===== config.mk =====
export PLATFORM = sky130hd
export DESIGN_NAME = pattern_counter
export DESIGN_NICKNAME = d
export VERILOG_FILES = /design/src/rtl/pattern_counter.sv
export SDC_FILE = /design/constraint.sdc
export NUM_CORES = 1
export LEC_CHECK = 0
export ABC_AREA = 1
export BUFFER_PORTS_ARGS = -buffer_cell sky130_fd_sc_hd__buf_2
export CAP_MARGIN = 20
export CORE_UTILIZATION = 50
export CTS_CLUSTER_DIAMETER = 50
export CTS_CLUSTER_SIZE = 16
export DETAILED_ROUTE_END_ITERATION = 7
export PLACE_DENSITY_LB_ADDON = 0.12
export SYNTH_ARGS = -nofsm -noshare
export SYNTH_HDL_FRONTEND = slang
export SYNTH_SLANG_ARGS = --single-unit

===== constraint.sdc =====
create_clock -name clk -period 2 [get_ports clk]
set_input_delay 0.6 -clock clk [delete_from_list [all_inputs] [get_ports clk]]
set_output_delay 0.6 -clock clk [all_outputs]
set_load 0.01 [all_outputs]

===== src/rtl/pattern_counter.sv =====
// Phased pattern detector: each phase accepts one or more copies of its symbol;
// reports the matched state, a one-cycle hit pulse and a saturating match count.
module pattern_counter #(
  parameter int W      = 2,
  parameter int PHASES = 3,
  parameter int CNT_W  = 8,
  localparam int PW    = $clog2(PHASES + 1)
) (
  input  logic                clk,
  input  logic                reset,
  input  logic                in_valid,
  input  logic [W-1:0]        num,
  input  logic [PHASES*W-1:0] pattern,
  input  logic                clr_cnt,
  output logic                ans,
  output logic                hit,
  output logic [CNT_W-1:0]    count,
  output logic [PW-1:0]       phase
);

  localparam logic [PW-1:0]    S_MATCH = PW'(PHASES);
  localparam logic [PW-1:0]    S_LAST  = PW'(PHASES - 1);
  localparam logic [CNT_W-1:0] CNT_MAX = {CNT_W{1'b1}};

  logic [PW-1:0] s, s_next;
  logic [W-1:0]  cur_sym, prev_sym, first_sym;
  logic          adv, rep, match;

  // Handshake: num is consumed on a rising edge only when in_valid is high;
  // there is no backpressure, so every valid symbol is accepted.

  always_comb begin
    cur_sym   = '0;
    prev_sym  = '0;
    first_sym = pattern[W-1:0];
    for (int k = 0; k < PHASES; k++) begin
      if (PW'(k) == s)           cur_sym  = pattern[k*W +: W];
      if (PW'(k) + PW'(1) == s)  prev_sym = pattern[k*W +: W];
    end
  end

  // Advance beats repeat so equal adjacent symbols still make progress.
  always_comb begin
    adv    = (s < S_MATCH) && (num == cur_sym);
    rep    = (s != '0) && (num == prev_sym);
    s_next = s;
    if (in_valid) begin
      if (adv)                   s_next = s + PW'(1);
      else if (rep)              s_next = s;
      else if (num == first_sym) s_next = PW'(1);
      else                       s_next = '0;
    end
    match = in_valid && adv && (s == S_LAST);
  end

  always_ff @(posedge clk) begin
    if (reset) begin
      s     <= '0;
      hit   <= 1'b0;
      count <= '0;
    end else begin
      s   <= s_next;
      hit <= match;
      if (clr_cnt)
        count <= match ? CNT_W'(1) : '0;
      else if (match && count != CNT_MAX)
        count <= count + CNT_W'(1);
    end
  end

  assign ans   = (s == S_MATCH);
  assign phase = s;

endmodule


==> metrics list <==
* Placement row count: 14
- Commonest cells post-synth: sky130_fd_sc_hd__nand2_1, sky130_fd_sc_hd__nor2_1, sky130_fd_sc_hd__inv_1
- In this run the vertical extent of the chip is 42.8 µm.
- Worst setup SP type: flip-flop
* Top cells by area in the synthesized netlist: sky130_fd_sc_hd__dfxtp_1, sky130_fd_sc_hd__nand2_1, sky130_fd_sc_hd__ha_1
* Post-DP HPWL: 1470 µm
* Die Width: 42.8 µm
* Worst setup path start: phase[0]$_SDFFE_PP0P_
* Final Skew: 0.00183 ns
- After the last flow step, the layout net total stands at 175.
- Status: finished, final reports clean
* Post-placement setup slack: 0.0511 ns
* TritonCTS Buffers: 3
- The clock reaches the later pin of the worst-skew pair after 0.27 ns.
* Length of the first detailed-routing pass in iterations: 4
- Cell family contributing the most delay on the critical path: simple AND/OR/NAND/NOR gates
- Once the floorplan was initialized, standard cells occupied 54.5% of the core.
- Final setup violation count: 0
* Startpoint of the most critical register-to-register path: phase[0]$_SDFFE_PP0P_
- Synthesis produced a netlist with a net count of 142.
- Synth Instances: 125
- Counting buffers and inverters, the worst setup path is 11 cells deep.
* Clock tree from TritonCTS: yes
* Most used flip-flop cell after synthesis: sky130_fd_sc_hd__dfxtp_1
- After synthesis, the share of flip-flops with an asynchronous set or reset is 0%.
- Count of synthesis-stage warnings from yosys: 0
- At the worst endpoint, the required time is 2.16 ns.
- Normalized max-slew margin: 81.3%
* Clk Tree Root Cell: sky130_fd_sc_hd__clkbuf_4
- Yosys instantiated no cell more often than sky130_fd_sc_hd__nand2_1.
- Number of remaining DRC errors: 0
- Switch Pwr: 173 µW
- Combinational cells account for 28.9% of the total power.
- Count of pins over their slew limit: 0
- The congestion estimate from routability-driven global placement came to 0.798.
- WL final: 1860 µm
- Buffers inserted to repair hold after CTS numbered 0.
* Number of placed I/O pins: 24
* Number of distinct library cell variants in the gate-level netlist after synthesis: 24
- For this run, the total global-route usage over all layers was measured as 21.5%.
- Total design power: 544 µW
- Share of total power in the clock network: 28.4%
* Port Buffer Count: 23
* Internal power consumption: 371 µW
- Cells with a size suffix above 1 make up 28.7% of the layout.
- Sinks on the clock net: 11
* Post-synthesis cell area: 831 µm²
- Together, buffers and inverters on the worst path number 3.
- In this run the remaining antenna-violating nets after routing total 0.
- The critical path goes through inv_1 -> ha_4 -> inv_2 -> or2_1 -> nand3_2 -> nand3_2 -> nor2_4 -> nand4_1 -> buf_6 -> o21ai_0 -> nor2_1.
- Switching fraction of total power: 31.9%
- Excluding fillers, the count of instances in the completed layout stands at 173.
- Entering global routing, the biggest net connects 12 pins.
- Of all nets on the critical path, the largest fanout is 11.
- Of the synthesized area, sequential elements account for 26.5%.
- Max-cap violations in this run came to 0.
- After the first detailed-routing iteration, the DRC count stood at 28.
- The number of cells on the worst reg-to-reg path is 11.
- Peak per-stage delay on the critical path: 0.33 ns
- Static timing analysis puts the maximum clock frequency at 535 MHz.
- Antenna violations before repair: 0
* Overflow left after global routing: 0
- Final worst path period need: 1.87 ns
- Average size of a mapped cell: 6.65 µm²
- Across all register-to-register paths, the minimum setup slack is 0.13 ns.
* Via density per instance: 5.15
* Standard cell with the maximum stage delay on the critical path: sky130_fd_sc_hd__dfxtp_2
- Worst Setup Path Type: flip-flop to flip-flop
- The die covers 0.00183 mm².
* Endpoint of the worst-slack reg-to-reg timing path: count[7]$_SDFFE_PP0P_
* First-pass GRT wire length: 3060 µm
* Reg power frac: 42.7%
- After clock tree synthesis, the clock-pin slew on the worst setup and hold paths is 0.07 ns.
- Endpoints failing hold: 0
* WL/cell: 10.8 µm
* HP Class: flip-flop to flip-flop
* Worst Hold Margin: 0.522 ns
- Type of destination of the critical path: flip-flop
- After layout, the worst setup slack is 0.131 ns.
- For the pin with the worst max-slew slack, the measured transition is 0.279 ns.
- VDD IR max: 0.363 mV
- The total area inside the core boundary comes to 0.00152 mm².
* Core occupancy in the finished layout: 69.0%
- sky130_fd_sc_hd__dfxtp_1 takes more of the synthesized area than any other cell.
- Cell seen most often among critical-path stages: sky130_fd_sc_hd__nand3_2
* Relative area change from synthesis to final layout: 26.7%
- Fill cell total of the finished layout: 124
- Final cycle utilization of the critical path: 93.5%
- Number of cells after detailed placement: 167
- Yosys mapped a number of flops with a built-in enable equal to 0.
* Via count of the first global-routing pass: 750
* Power density over cell area: 517 mW/mm²
* Capture point of the worst path: count[7]$_SDFFE_PP0P_
* Via count: 891
* Register bit total from synthesis: 11
- For this design the static power due to leakage is 0.520 nW.
- The clock passes through at most 2 buffers.
* N_diodes: 0
- The synthesized design devotes to its leading area cell type 26.5% of total area.
- STA puts the critical path data arrival time at 2.03 ns.
- CTS built an H-tree with a depth of 1.
## sequential cells by signal (all words and copies together), names as in the netlist
signal and cells:
count 8, hit 1, phase 2
## timing repair
item / in CTS / in global routing
setup endpoints to repair: 0 / 10
setup buffers: 0 / 2
resized for setup: 0 / 8
## how the worst min path moves through the flow
stage / startpoint / end / slack [ns] / depth (start not counted)
final: count[2]$_SDFFE_PP0P_ / count[2]$_SDFFE_PP0P_ / 0.52 / 2
after global routing: reset / phase[1]$_SDFFE_PP0P_ / 0.54 / 2
after CTS: count[2]$_SDFFE_PP0P_ / count[2]$_SDFFE_PP0P_ / 0.53 / 2
after detailed placement: count[2]$_SDFFE_PP0P_ / count[2]$_SDFFE_PP0P_ / 0.51 / 2
after global placement: phase[1]$_SDFFE_PP0P_ / phase[1]$_SDFFE_PP0P_ / 0.51 / 2
after floorplan: phase[1]$_SDFFE_PP0P_ / phase[1]$_SDFFE_PP0P_ / 0.52 / 2
## layer usage
| metal | vias to the layer above | GRT usage (%) | part of all wire (%) |
|---|---|---|---|
| li1 | 467 | - | - |
| met1 | 386 | 29.3 | 47 |
| met2 | 36 | 33.6 | 45 |
| met3 | 2 | 5.11 | 7.0 |
| met4 | 0 | 5.63 | 0.59 |
| met5 | - | 0 | 0 |
## metrics by stage
step	cell area (µm²)	TNS (ns)
finish	1050	0
global route	1050	-0.000228
CTS	1010	0
detailed placement	985	0
global placement	985	0
floorplan	831	0
## logic make-up (layout without fill, tap and decap cells)
logic type      after synthesis  in the layout  synth area share, %
fa+ha+maj                     5              5                 7.53
compound gates               18             18                 11.6
xor+xnor                      7              7                 7.38
buf+inv                      16             48                 8.13
simple gates                 68             68                 38.9
flops                        11             11                 26.5
## power by group through the flow
| stage | clock network, mW | logic (mW) | registers (mW) |
|---|---|---|---|
| after floorplan | 0 | 0.0927 | 0.243 |
| after global placement | 0 | 0.143 | 0.238 |
| after detailed placement | 0 | 0.146 | 0.238 |
| after CTS | 0.159 | 0.147 | 0.233 |
| after global routing | 0.172 | 0.177 | 0.234 |
| final | 0.155 | 0.157 | 0.232 |
## worst reg2reg max path: cells and delay by family, from the launching register on
kind | cells | cell delay [ns]
and+or+nand+nor | 6 | 0.78
buffers and inverters | 3 | 0.34
DFF | 1 | 0.33
adders and majority gates | 1 | 0.16
AOI/OAI and AO/OA | 1 | 0.16
## final cells by class
cell class | instances | area [µm²] | area share, %
flip-flops and latches | 11 | 225 | 21.4
inverters | 15 | 56.3 | 5.35
repair buffers | 29 | 164 | 15.6
well taps | 16 | 20.0 | 1.90
clock buffers | 4 | 26.3 | 2.50
multi-input cells | 98 | 561 | 53.3
## cell usage in the layout, fill, tap and decap left out, drive strengths merged, types with 2 or more instances in the layout
| master | Yosys | layout |
|---|---|---|
| nand4 | 2 | 2 |
| nand3 | 14 | 14 |
| dfxtp | 11 | 11 |
| xor2 | 7 | 7 |
| o21ai | 8 | 8 |
| a21oi | 9 | 9 |
| or2 | 3 | 3 |
| nand2 | 27 | 27 |
| nor2 | 17 | 17 |
| inv | 15 | 15 |
| buf | 1 | 29 |
| clkbuf | 0 | 4 |
| nand3b | 2 | 2 |
| ha | 5 | 5 |
(Power assumes the default switching activity.)
